==> config.mk <==
export PLATFORM = sky130hd
export DESIGN_NAME = mul_share_arbiter
export DESIGN_NICKNAME = d
export VERILOG_FILES = /design/src/rtl/mul_share_arbiter.sv
export SDC_FILE = /design/constraint.sdc
export NUM_CORES = 1
export LEC_CHECK = 0
export CAP_MARGIN = 20
export CORE_ASPECT_RATIO = 1.1
export CORE_MARGIN = 5
export CORE_UTILIZATION = 35
export DETAILED_ROUTE_END_ITERATION = 6
export PLACE_DENSITY_LB_ADDON = 0.25
export SYNTH_ARGS = -nofsm -noshare
export SYNTH_HDL_FRONTEND = slang
export SYNTH_SLANG_ARGS = --single-unit
==> constraint.sdc <==
create_clock -name clk_i -period 3.9 [get_ports clk_i]
set_input_delay 0.585 -clock clk_i [delete_from_list [all_inputs] [get_ports clk_i]]
set_output_delay 0.585 -clock clk_i [all_outputs]
set_load 0.02 [all_outputs]
==> src/rtl/mul_share_arbiter.sv <==
// mul_share_arbiter
//   Round-robin sequencer that time-shares one serial signed multiplier
//   (start/rdy handshake) between NUM_REQ requesters. One operation runs at a
//   time: grant + operand capture, start pulse, wait for rdy, return product.
//   Optional macro MUL_ARB_TIMEOUT_EN adds a watchdog on the rdy wait that
//   aborts the operation with an err_o pulse after TIMEOUT cycles.
module mul_share_arbiter #(
  parameter int NUM_REQ = 4,
  parameter int WIDTH_A = 16,
  parameter int WIDTH_B = 16,
  parameter int TIMEOUT = 64
) (
  input  logic                         clk_i,
  input  logic                         reset_i,
  input  logic [NUM_REQ-1:0]           req_i,
  input  logic [NUM_REQ*WIDTH_A-1:0]   A_i,
  input  logic [NUM_REQ*WIDTH_B-1:0]   B_i,
  output logic [NUM_REQ-1:0]           gnt_o,
  output logic [WIDTH_A+WIDTH_B-1:0]   Y_o,
  output logic [NUM_REQ-1:0]           valid_o,
  output logic                         err_o,
  output logic                         busy_o,
  output logic                         mul_start_o,
  output logic [WIDTH_A-1:0]           mul_A_o,
  output logic [WIDTH_B-1:0]           mul_B_o,
  input  logic [WIDTH_A+WIDTH_B-1:0]   mul_Y_i,
  input  logic                         mul_rdy_i
);

  localparam int IDX_W = (NUM_REQ > 1) ? $clog2(NUM_REQ) : 1;

  typedef enum logic [1:0] {IDLE, START, WAIT, DONE} state_t;

  state_t           state;
  logic [IDX_W-1:0] rr_ptr;
  logic [IDX_W-1:0] gnt_idx;
  logic [IDX_W-1:0] ptr_nxt;
  logic [IDX_W-1:0] sel_idx;
  logic             sel_found;
  logic [IDX_W:0]   cand;

`ifdef MUL_ARB_TIMEOUT_EN
  localparam int WD_W = $clog2(TIMEOUT + 1);
  logic [WD_W-1:0] wd_cnt;
`else
  assign err_o = 1'b0;
`endif

  // Pointer moves just past whoever was served (or aborted), wrapping.
  assign ptr_nxt = (gnt_idx == IDX_W'(NUM_REQ - 1)) ? '0 : gnt_idx + 1'b1;

  // Pick the first asserted request at or after rr_ptr; scanning offsets from
  // high to low lets the smallest offset win.
  always_comb begin
    sel_found = 1'b0;
    sel_idx   = '0;
    cand      = '0;
    for (int i = NUM_REQ - 1; i >= 0; i--) begin
      cand = {1'b0, rr_ptr} + (IDX_W + 1)'(i);
      if (cand >= (IDX_W + 1)'(NUM_REQ)) cand = cand - (IDX_W + 1)'(NUM_REQ);
      if (req_i[cand[IDX_W-1:0]]) begin
        sel_found = 1'b1;
        sel_idx   = cand[IDX_W-1:0];
      end
    end
  end

  // Sequencer FSM; every output is registered here so pulses are glitch-free.
  always_ff @(posedge clk_i) begin
    if (reset_i) begin
      state       <= IDLE;
      rr_ptr      <= '0;
      gnt_idx     <= '0;
      gnt_o       <= '0;
      valid_o     <= '0;
      busy_o      <= 1'b0;
      mul_start_o <= 1'b0;
      Y_o         <= '0;
      mul_A_o     <= '0;
      mul_B_o     <= '0;
`ifdef MUL_ARB_TIMEOUT_EN
      err_o       <= 1'b0;
      wd_cnt      <= '0;
`endif
    end else begin
      valid_o     <= '0;
      mul_start_o <= 1'b0;
`ifdef MUL_ARB_TIMEOUT_EN
      err_o       <= 1'b0;
`endif
      case (state)
        IDLE: begin
          if (sel_found) begin
            gnt_o       <= NUM_REQ'(1) << sel_idx;
            gnt_idx     <= sel_idx;
            mul_A_o     <= A_i[sel_idx*WIDTH_A +: WIDTH_A];
            mul_B_o     <= B_i[sel_idx*WIDTH_B +: WIDTH_B];
            mul_start_o <= 1'b1;
            busy_o      <= 1'b1;
            state       <= START;
`ifdef MUL_ARB_TIMEOUT_EN
            wd_cnt      <= '0;
`endif
          end
        end
        START: begin
          // The start cycle counts toward the watchdog window.
          state <= WAIT;
`ifdef MUL_ARB_TIMEOUT_EN
          wd_cnt <= wd_cnt + 1'b1;
`endif
        end
        WAIT: begin
          if (mul_rdy_i) begin
            Y_o     <= mul_Y_i;
            valid_o <= gnt_o;
            gnt_o   <= '0;
            rr_ptr  <= ptr_nxt;
            state   <= DONE;
          end
`ifdef MUL_ARB_TIMEOUT_EN
          else if (wd_cnt == WD_W'(TIMEOUT - 1)) begin
            err_o  <= 1'b1;
            gnt_o  <= '0;
            rr_ptr <= ptr_nxt;
            busy_o <= 1'b0;
            state  <= IDLE;
          end else begin
            wd_cnt <= wd_cnt + 1'b1;
          end
`endif
        end
        DONE: begin
          busy_o <= 1'b0;
          state  <= IDLE;
        end
        default: state <= IDLE;
      endcase
    end
  end

endmodule
==> results of run 1 <==
-- placed cells by master (no fill, tap or decap), types with 2 or more instances in the layout --
cell type        count
clkdlybuf4s50_1    239
nand2_1            106
dfxtp_1             80
a21oi_1             38
a21o_1              33
mux2i_1             33
o21ai_1             32
nand3_1             32
o211ai_1            32
nor2_1              11
buf_4               10
clkbuf_16            9
nor2b_1              5
ha_1                 5
a32oi_1              4
nor3b_1              4
nor2_2               3
inv_1                2
nand2b_1             2
o21ai_0              2
bufinv_16            2
clkinvlp_4           2
-- routing by layer --
metal | GRT usage (%) | routed length, um
met1 | 25.18 | 6023
met2 | 37.75 | 7419
met3 | 7.958 | 1539
met4 | 7.467 | 370
met5 | 0 | 0
-- final cells by class --
cell class	instances	area, um2	share of cell area (%)
repair buffers	250	2472	36.87
multi-input cells	358	2122	31.65
flip-flops and latches	80	1602	23.89
clock buffers	9	225.2	3.359
well taps	147	183.9	2.743
clock inverters	6	92.59	1.381
inverters	2	7.507	0.1120
-- flip-flops by register name, summed over array words and instances, names as in the netlist --
register     count
mul_B_o         16
gnt_o            4
valid_o          4
mul_A_o         16
Y_o             32
rr_ptr           2
gnt_idx          2
state            2
busy_o           1
mul_start_o      1
-- worst max-delay path, stage by stage --
cell	delay (ns)
clkdlybuf4s50_1	0.54
nor2_2	0.26
and4b_1	0.29
nor2_8	0.63
mux2i_1	0.27
o211ai_1	0.10
-- synthesized netlist by cell type, types with 2 or more instances --
cell and count:
mux2i_1 33, o21ai_0 2, buf_2 9, a32oi_1 4, nor2_1 11, a21o_1 33
a21oi_1 38, nand2_1 106, o21ai_1 32, nor3b_1 4, inv_1 2, ha_1 5
nor2_2 3, nand3_1 32, clkbuf_1 26, dfxtp_1 80, nor2b_1 5, o211ai_1 32
nand2b_1 2, buf_4 4
-- path summary, 6_finish.rpt --
path	endpoint	slack (ns)	depth (start not counted)
setup reg to reg	mul_A_o[13]	1.99	5
hold reg to reg	Y_o[23]	0.46	2
setup / recovery	mul_A_o[13]	1.38	6
hold / removal	Y_o[23]	0.46	2
-- through the flow --
step	worst slack [ns]	hold WS (ns)	cell area, um2
floorplan	1.982	0.4400	3908
finish	1.381	0.4554	6705
global route	1.247	0.4551	6705
global placement	1.122	0.4408	6387
detailed placement	1.030	0.4484	6387
CTS	1.376	0.4529	6705
-- kinds of logic after synthesis --
family	after synthesis
compound gates	147
other cells	1
mux	33
fa+ha+maj	5
simple gates	172
buf+inv	42
flops	80
-- power groups by stage --
stage | Clock (mW) | Combinational [mW] | Sequential, mW
floorplan | 0 | 0.492 | 1.28
finish | 0.905 | 1.29 | 1.09
CTS | 0.928 | 1.31 | 1.09
global route | 0.971 | 1.40 | 1.11
detailed placement | 0 | 1.31 | 1.10
global placement | 0 | 1.28 | 1.10
==> run summary, run 1 <==
242 I/O pins were placed. For this block, the via count after detailed routing is 4374. Of all cell types, the one taking the most synthesized area is dfxtp_1. The insertion delay of the later-clocked pin in the worst-skew pair was 0.33 ns; the post-synthesis xor/xnor area fraction was 0%.

Start-to-end type of the worst setup path: input port to flip-flop. The H-tree depth reported by CTS came out at 3. The finished layout holds 852 standard cells, fillers aside.

The number of storage elements in the synthesis netlist is 80, and the gate count after technology mapping is 480. Summing the areas of all compound-gate instances in the mapped netlist gives 24.11% of the synthesized area. Across every metal layer, demand over resource in global routing totals 21.93%. The share of total power dissipated in sequential elements is 33.0%.

The run gives 0 as the initial antenna violation count. At the pin with the least slew margin, the transition time is 0.8021 ns. Summed over all cells, the static leakage comes to 2.523 nW. The total internal power was 2.169 mW; the starting density of the core was 35.81%.

Dividing the final minimum period by the clock period gives 64.59%. The tools report the clock net sink count as 80. The region available for standard cell placement spans 10910 um2. The area of the die is 13380 um2. The worst pin sits at a relative slew slack of 46.53%. Via count normalized by instance count: 5.134. In this run the horizontal extent of the chip is 110.7 um. The final-report max-slew violation count was 0. Combinational family with the most area after synthesis: compound AO/OA/AOI/OAI gates. Final hold violation count: 0. Clock tree synthesis selected as its root buffer the cell clkbuf_16. For this design the ratio of total power to cell area is 489.9 nW/um2.

Post-CTS repair changed the size of 0 cells. In this run switching power makes up 33.97% of total power. Entering global routing, the biggest net connects 49 pins.

Global routing finished with a remaining overflow of 0. Of the cells placed in the final design, the portion with a size suffix greater than 1 is 4.823%. The global-route wire length before repair was 23640 um; the basic-gate share of the synthesized area counting and, or, nand and nor cells was 20.04%. The tools report the endpoint type of the worst setup path as a flip-flop. The tools report the post-layout net count as 873.

Data on the critical path is required at its endpoint by 4.09 ns. The tools report the origin of the worst setup path as req_i[1]. Data arrives at the worst endpoint at 2.71 ns. For this design, the CTS-stage hold fixing added 0 buffers.

The standard-cell row count was 40; the clock tree skew after final layout was 0.005834 ns. The number of buffers added by the clock tree synthesis step is 9. During synthesis, Yosys emitted a total of 0 warnings. Ranked by total cell area, the synthesized netlist is headed by dfxtp_1 (41%), nand2_1 (10%), mux2i_1 (8.5%), a21o_1 (6.3%), o211ai_1 (6.1%). The tools report the placer's final routability congestion estimate as 0.8223.

Detailed placement ended at an HPWL of 11280 um. The y dimension of the die is 120.8 um. The run gives 1.116 mW as the net switching power of the design. In this run the biggest area consumer among cell types represents 40.99% of the synthesized area.

The tools report the start of the worst register-to-register path as rr_ptr[0]. The detailed router's first-iteration violation count was 282. Count of nets left with antenna violations after detail routing: 0. The number of synthesized flops with an enable pin is 0, and the total detailed-routing wirelength is 15350 um. The fraction of registers with async set or reset after synthesis works out to 0%. Of all nets on the critical path, the largest fanout is 34. For this run, the top clock speed supported by timing is 397.0 MHz. The min-delay analysis places its worst path in the category flip-flop to flip-flop. TritonCTS built the clock tree. The mean instance size in the synthesized netlist came out at 8.141 um2. After detailed routing, the number of remaining DRC violations is 0. The number of antenna diodes in the final layout is 0. The number of nets handed over by synthesis was 652. The power share of the combinational group is 39.4%. The post-synthesis mux area share came out at 8.453%. Setup repair after global routing left no endpoint under its margin. The cell total after placement is 837, and the number of filler cells placed in the layout is 988. For this run, the share of the core covered by cells in the final layout is 61.46%. The power consumption was 3.285 mW. After detailed routing, the average wire length per cell comes to 18.02 um. Maximum vdd drop: 0.0002539 V. The run finished with clean final reports. The clock network burns 27.6% of the power.

In the synthesized netlist the dominant register cell turns out to be dfxtp_1. Adding up every negative setup slack in the final design gives 0 ns. The final period demand of the worst path was 2.519 ns; the max-cap check violation count was 0. Summing the areas of all fa, ha and maj instances in the mapped netlist gives 1.601% of the synthesized area. The worst setup path is launched from an input port. Sequential elements use 40.99% of the synthesized area.

The tools report the post-CTS repair timing setup buffer count as 0. The area growth from synthesis to layout is 71.60%. Clock tree buffer depth: 2.

The number of global-route vias before repair came out at 4443. The quantity of I/O buffers inserted on ports was 240; the area of the mapped netlist was 3907 um2. Counting distinct cell types in the post-synthesis netlist gives 37. The clock-pin slew on the worst setup and hold paths works out to 0.06 ns.

The startpoint identified for the worst hold timing path is Y_o[23]. Setup violations remaining at the end of the flow were counted as 0. The pre-antenna-repair detailed-routing pass consisted of 4 iterations.
No activity file was read; power rests on OpenSTA's default activity.
==> run 2: changes to the inputs <==
--- a/config.mk
+++ b/config.mk
@@ -8,7 +8,7 @@
 export CAP_MARGIN = 20
 export CORE_ASPECT_RATIO = 1.1
 export CORE_MARGIN = 5
-export CORE_UTILIZATION = 35
+export CORE_UTILIZATION = 34
 export DETAILED_ROUTE_END_ITERATION = 6
 export PLACE_DENSITY_LB_ADDON = 0.25
 export SYNTH_ARGS = -nofsm -noshare
==> constraint.sdc (replaced) <==
create_clock -name clk_i -period 2 [get_ports clk_i]
set_input_delay 0.3 -clock clk_i [delete_from_list [all_inputs] [get_ports clk_i]]
set_output_delay 0.3 -clock clk_i [all_outputs]
set_load 0.02 [all_outputs]
==> run summary, run 2 (same netlist as run 1, synthesis figures left out) <==
Endpoint type of the worst setup path: a flip-flop. The horizontal extent of the die is 112.2 um (+1.3%), and the combined buffer and inverter count along the critical path is 3 (+2). The insertion delay of the later-clocked pin in the worst-skew pair is 0.33 ns (about the same), and the via count normalized by instance count is 4.982 (-3.0%).

For the final global-route overflow total, the log shows 0 (unchanged). Number of global-route vias before repair: 4575 (+3.0%). Of the available clock period, the critical path in the final layout requires 90.90%. The logs give 0 (unchanged) for the max-cap check violation count and 13740 um2 (+2.7%) for the area of the die.

For the utilization of the core after routing, the log shows 61.27% (-0.18 points). Relative to the synthesized area, the layout overhead comes to 78.58%. For the H-tree depth reported by CTS, the log shows 3 (unchanged). The endpoint arrival time on the critical path was 2.02 ns (-0.69 ns); the count of nets left with antenna violations after detail routing was 0 (unchanged). The overall global routing resource usage was 20.98% (-0.95 points); the count of boundary I/O pins was 242 (unchanged). The run gives 0 (unchanged) as the initial antenna violation count. The final period demand of the worst path was 1.818 ns. The commonest non-fill, non-tap cell in the layout was clkdlybuf4s50_1. For the standard-cell row count, the log shows 41 (+2.5%). For the number of detailed-routing iterations run before antenna repair, the log shows 4 (unchanged). The ratio of total power to cell area works out to 921.6 nW/um2 (+88%). The global-route wire length before repair was 23010 um (-2.7%); the total number of vias was 4394 (+0.46%). The placeable core region is 11390 um2 (+4.4%). The detailed-route wire length per cell came out at 16.91 um (-6.2%). In this design, the largest share of critical-path delay is due to buffers and inverters.

Y_o holds more flip-flops than any other register. The number of buffers added by the clock tree synthesis step came out at 9 (unchanged). The largest net degree at the start of global routing was 33 (-33%). The worst min-delay path class is input port to flip-flop. The flow ran to the end, and the final reports show no timing, DRC or antenna violations. The run gives 0.0005970 V (+140%) as the maximum vdd drop.

The share of final-layout standard cells stronger than drive strength 1 works out to 8.470% (+3.6 points). In this design, the critical path's most frequently occurring cell is buf_4. Walking the worst path, the cells encountered are clkdlybuf4s50_1 -> buf_4 -> o41ai_2 -> nor2_2 -> o211ai_2 -> buf_4 -> a21o_1 -> o211ai_1. STA classifies the critical path startpoint as an input port. The largest incremental delay on the critical path was 0.49 ns (-0.14 ns). The clock-pin slew on the worst setup and hold paths was 0.06 ns (about the same); the maximum achievable frequency was 550.0 MHz. For the final setup slack of the worst path, the log shows 0.1819 ns (-1.199 ns).

The starting density of the core is 34.31% (-1.5 points), and the quantity of I/O buffers inserted on ports is 240 (unchanged). The largest fanout on the critical path is 11 (-68%), and the final hold violation count is 0 (unchanged). TritonCTS built the clock tree. The count of antenna diodes in the layout came out at 0 (unchanged). The logs give 899 (+3.0%) for the post-layout net count and 80 (unchanged) for the clock net sink count. The flip-flop count of the largest register after layout was 32 (unchanged). Number of instances resized during post-cts repair: 0 (unchanged). Setup repair after global routing left no endpoint under its margin. The y dimension of the die was 122.4 um (+1.3%); the detailed router's first-iteration violation count was 271 (-3.9%).

For the count of hold-fix buffers inserted at cts, the log shows 0 (unchanged). Required time of the critical path: 2.20 ns (-1.89 ns). In the layout the commonest cells are clkdlybuf4s50_1 (239), nand2_1 (106), dfxtp_1 (80), a21oi_1 (38). The run gives 2.680 nW (+6.2%) as the cell leakage power. The start-to-end type of the worst setup path is input port to flip-flop. The slowest stage of the critical path is the clkdlybuf4s50_1 cell.

The final-report max-slew violation count was 0 (unchanged); the post-placement worst setup slack was -0.1754 ns (-1.205 ns). The setup-violating endpoint count in the final report was 0 (unchanged). The placer's final routability congestion estimate came out at 0.8615 (+4.8%). The total detailed-routing wirelength came out at 14910 um (-2.9%).

The clock tree skew after final layout is 0.008325 ns (+0.002492 ns), and the post-CTS repair timing setup buffer count is 0 (unchanged). In the final layout, the registers with the most flip-flops are Y_o (32), mul_A_o (16), mul_B_o (16). Clock tree root buffer cell: clkbuf_16.

The clock tree buffer depth was 2 (unchanged). Count of unresolved DRC violations after routing: 0 (unchanged). Sum of net half-perimeters after detailed placement: 11430 um (+1.3%).
run 2: cell count changes in the layout (fill, tap and decap cells not counted), sizes merged:
cell and delta:
bufinv -1, clkinv +3, buf +26, inv -1
run 2: metal layers:
layer | vias up | share of wire (%) | wire length (um) | track usage [%]
met5 | - | 0 | 0 | 0
met4 | 0 | 2.9 | 429 | 8.264
met3 | 26 | 9.5 | 1411 | 8.481
met2 | 191 | 48 | 7211 | 36.07
met1 | 1993 | 39 | 5861 | 23.23
li1 | 2184 | - | - | -
run 2: metrics by stage:
stage | std cells | power, mW | hold WS (ns) | TNS [ns] | instance area [um2]
floorplan | 480 | 3.457 | 0.3848 | 0 | 3908
global placement | 866 | 4.803 | 0.4414 | -3.171 | 6674
detailed placement | 866 | 4.859 | 0.4476 | -4.653 | 6674
CTS | 882 | 6.509 | 0.2847 | 0 | 6972
global route | 882 | 6.832 | 0.2961 | 0 | 6978
finish | 882 | 6.431 | 0.2976 | 0 | 6978
run 2: power by group:
group / leakage (nW) / internal (mW) / switching [mW]
clock: 0.141 / 0.966 / 0.664
sequential: 0.654 / 1.93 / 0.180
combinational: 1.89 / 1.36 / 1.33
total: 2.68 / 4.25 / 2.18
run 2: area by class of cell:
type	count	area, um2
clock buffer	9	225.2
clock inverter	7	72.57
fill	1026	4410
inverter	2	7.507
multi-input combinational	358	2128
sequential	80	1602
tap	150	187.7
timing repair buffer	276	2755
run 2: tightest hold or removal path, cell delays in order:
cell,delay (ns)
buf_2,0.11
nor2_2,0.06
buf_4,0.12
run 2: final timing paths:
path              slack, ns       from           to  cells after the start
setup / recovery       0.18   req_i[1]  mul_A_o[11]                      8
hold / removal         0.30    reset_i  mul_start_o                      3
setup reg to reg       0.31  rr_ptr[0]   mul_B_o[9]                      8
hold reg to reg        0.45     Y_o[0]       Y_o[0]                      2
==> run 3: changes to the inputs <==
--- a/config.mk
+++ b/config.mk
@@ -7,7 +7,7 @@
 export LEC_CHECK = 0
 export CAP_MARGIN = 20
 export CORE_ASPECT_RATIO = 1.1
-export CORE_MARGIN = 5
+export CORE_MARGIN = 2
 export CORE_UTILIZATION = 34
 export DETAILED_ROUTE_END_ITERATION = 6
 export PLACE_DENSITY_LB_ADDON = 0.25
==> run summary, run 3 (same netlist as run 1, synthesis figures left out) <==
For the count of boundary I/O pins, the log shows 242 (unchanged). The clock net sink count is 80 (unchanged), and the required time of the critical path is 2.25 ns (+0.05 ns). The H-tree depth reported by CTS was 3 (unchanged); the via count normalized by instance count was 5.055 (+1.5%). The largest registers in the layout are Y_o (32), mul_A_o (16), mul_B_o (16). Final-report max-slew violation count: 0 (unchanged). Post-placement worst setup slack: -0.2228 ns (-0.04737 ns). The largest fanout on the critical path was 15 (+4). The global-route wire length before repair came out at 21510 um (-6.5%). The overall global routing resource usage came out at 22.13% (+1.2 points).

The post-layout net count is 891 (-0.89%). The clock-pin slew on the worst setup and hold paths is 0.06 ns (about the same), and the y dimension of the die is 116.4 um (-4.9%). The number of instances resized during post-cts repair was 0 (unchanged). For the endpoint arrival time on the critical path, the log shows 2.12 ns (+0.10 ns).

The critical path goes through clkdlybuf4s50_1 -> nor2b_1 -> nor4_4 -> buf_4 -> buf_12 -> o21ai_1 -> a21o_1 -> o211ai_1. STA classifies the critical path endpoint as a flip-flop. For the maximum achievable frequency, the log shows 533.3 MHz (-3.0%). The placer's final routability congestion estimate is 0.8248 (-4.3%), and the clock tree skew after final layout is 0.005801 ns (-0.002524 ns). The share of final-layout standard cells stronger than drive strength 1 is 6.925% (-1.5 points). The ratio of total power to cell area is 951.3 nW/um2 (+3.2%), and the starting density of the core is 34.47% (+0.16 points). Setup repair after global routing left no endpoint under its margin. The detailed-route wire length per cell works out to 16.32 um (-3.5%).

The run finished with clean final reports. The max-cap check violation count came out at 0 (unchanged). Clock tree root buffer cell: clkbuf_16.

The run gives 9 (unchanged) as the number of buffers added by the clock tree synthesis step. The final setup slack of the worst path is 0.1249 ns (-0.05704 ns), and the share of the clock period used by the worst path is 93.76% (+2.9 points). Number of global-route vias before repair: 4263 (-6.8%). The number of filler cells placed in the layout is 984 (-4.1%). The most critical setup path has its startpoint at req_i[0]. The logs give 0 (unchanged) for the count of unresolved DRC violations after routing and 14230 um (-4.6%) for the total detailed-routing wirelength. The flip-flop count of the largest register after layout came out at 32 (unchanged). STA classifies the critical path startpoint as an input port. Post-CTS repair timing setup buffer count: 0 (unchanged). The sum of net half-perimeters after detailed placement came out at 10740 um (-6.1%). Start point of the worst min-delay path: reset_i.

The initial antenna violation count was 0 (unchanged). The worst setup path is of the input port to flip-flop kind. Critical-path cell with the highest stage delay: clkdlybuf4s50_1. The commonest non-fill, non-tap cell in the layout was clkdlybuf4s50_1. Largest net degree at the start of global routing: 34 (+3.0%). Cell leakage power: 2.666 nW (-0.54%). The run gives 0.0006940 V (+16%) as the maximum vdd drop.

The run gives 2 (unchanged) as the clock tree buffer depth. Y_o holds more flip-flops than any other register. The min-delay analysis places its worst path in the category input port to flip-flop.

The tools report the detailed router's first-iteration violation count as 230 (-15%). The total number of vias is 4408 (+0.32%). The tools report the area of the die as 12370 um2 (-10%). The start of the worst register-to-register path is rr_ptr[0].

The tools report the count of hold-fix buffers inserted at cts as 0 (unchanged). Final hold violation count: 0 (unchanged). The tools report the final global-route overflow total as 0 (unchanged). Setup-violating endpoint count in the final report: 0 (unchanged). The run gives 0 (unchanged) as the count of nets left with antenna violations after detail routing.

The area growth from synthesis to layout was 78.19%. For the standard-cell row count, the log shows 41 (unchanged). The final period demand of the worst path is 1.875 ns (+0.05704 ns).

The insertion delay of the later-clocked pin in the worst-skew pair came out at 0.33 ns (about the same). The placeable core region came out at 11340 um2 (-0.45%). The aggregate negative setup slack came out at 0 ns (unchanged).

The largest incremental delay on the critical path was 0.44 ns (-0.05 ns). TritonCTS built the clock tree. In the layout the commonest cells are clkdlybuf4s50_1 (239), nand2_1 (106), dfxtp_1 (80), a21oi_1 (38). The count of antenna diodes in the layout came out at 0 (unchanged).

For the number of detailed-routing iterations run before antenna repair, the log shows 4 (unchanged). The quantity of I/O buffers inserted on ports is 240 (unchanged), and the horizontal extent of the die is 106.2 um (-5.3%).
## run 3: cell count changes in the layout (fill, tap and decap cells not counted), sizes merged
cell / previous run / this run
buf: 37 / 29
bufinv: 1 / 3
clkbuf: 9 / 10
clkinv: 4 / 1
clkinvlp: 2 / 0
## run 3: cell type report
cell class | instances | area (um2) | share of cell area [%]
Inverter | 2 | 7.507 | 0.1078
Clock inverter | 4 | 95.09 | 1.366
Timing Repair Buffer | 268 | 2720 | 39.07
Sequential cell | 80 | 1602 | 23.00
Tap cell | 150 | 187.7 | 2.695
Multi-Input combinational cell | 358 | 2122 | 30.48
Clock buffer | 10 | 229.0 | 3.288
## run 3: metrics by stage
step	instances	util, %	hold slack (ns)	total power, mW	instance area, um2
final	872	61.42	0.1692	6.624	6963
after detailed placement	858	58.56	0.4488	4.849	6639
after global routing	872	61.42	0.1644	6.980	6963
after global placement	858	58.56	0.4417	4.791	6639
after floorplan	480	-	0.3848	3.457	3908
after CTS	872	61.42	0.1568	6.702	6963
## run 3: routing by layer
metal | wire length (um) | part of all wire [%] | global-route usage (%) | vias to the layer above
li1 | - | - | - | 2168
met1 | 5683 | 40 | 25.72 | 2026
met2 | 6876 | 48 | 38.03 | 193
met3 | 1378 | 9.7 | 7.924 | 21
met4 | 295 | 2.1 | 7.544 | 0
met5 | 0 | 0 | 0 | -
## run 3: path summary, 6_finish.rpt
path,to,slack [ns],cells after the start
hold / removal,mul_start_o,0.17,2
hold reg to reg,Y_o[11],0.45,2
setup reg to reg,mul_A_o[14],0.26,7
setup / recovery,mul_A_o[14],0.12,8
## run 3: critical path, delay by kind of cell
kind,cells,cell delay [ns]
buffers and inverters,3,0.91
and+or+nand+nor,2,0.60
AOI/OAI and AO/OA,3,0.31
## run 3: power breakdown
| part | switching (mW) | leakage [nW] | internal (mW) |
|---|---|---|---|
| combinational | 1.34 | 1.85 | 1.34 |
| sequential | 0.191 | 0.654 | 1.93 |
| clock | 0.618 | 0.158 | 1.20 |
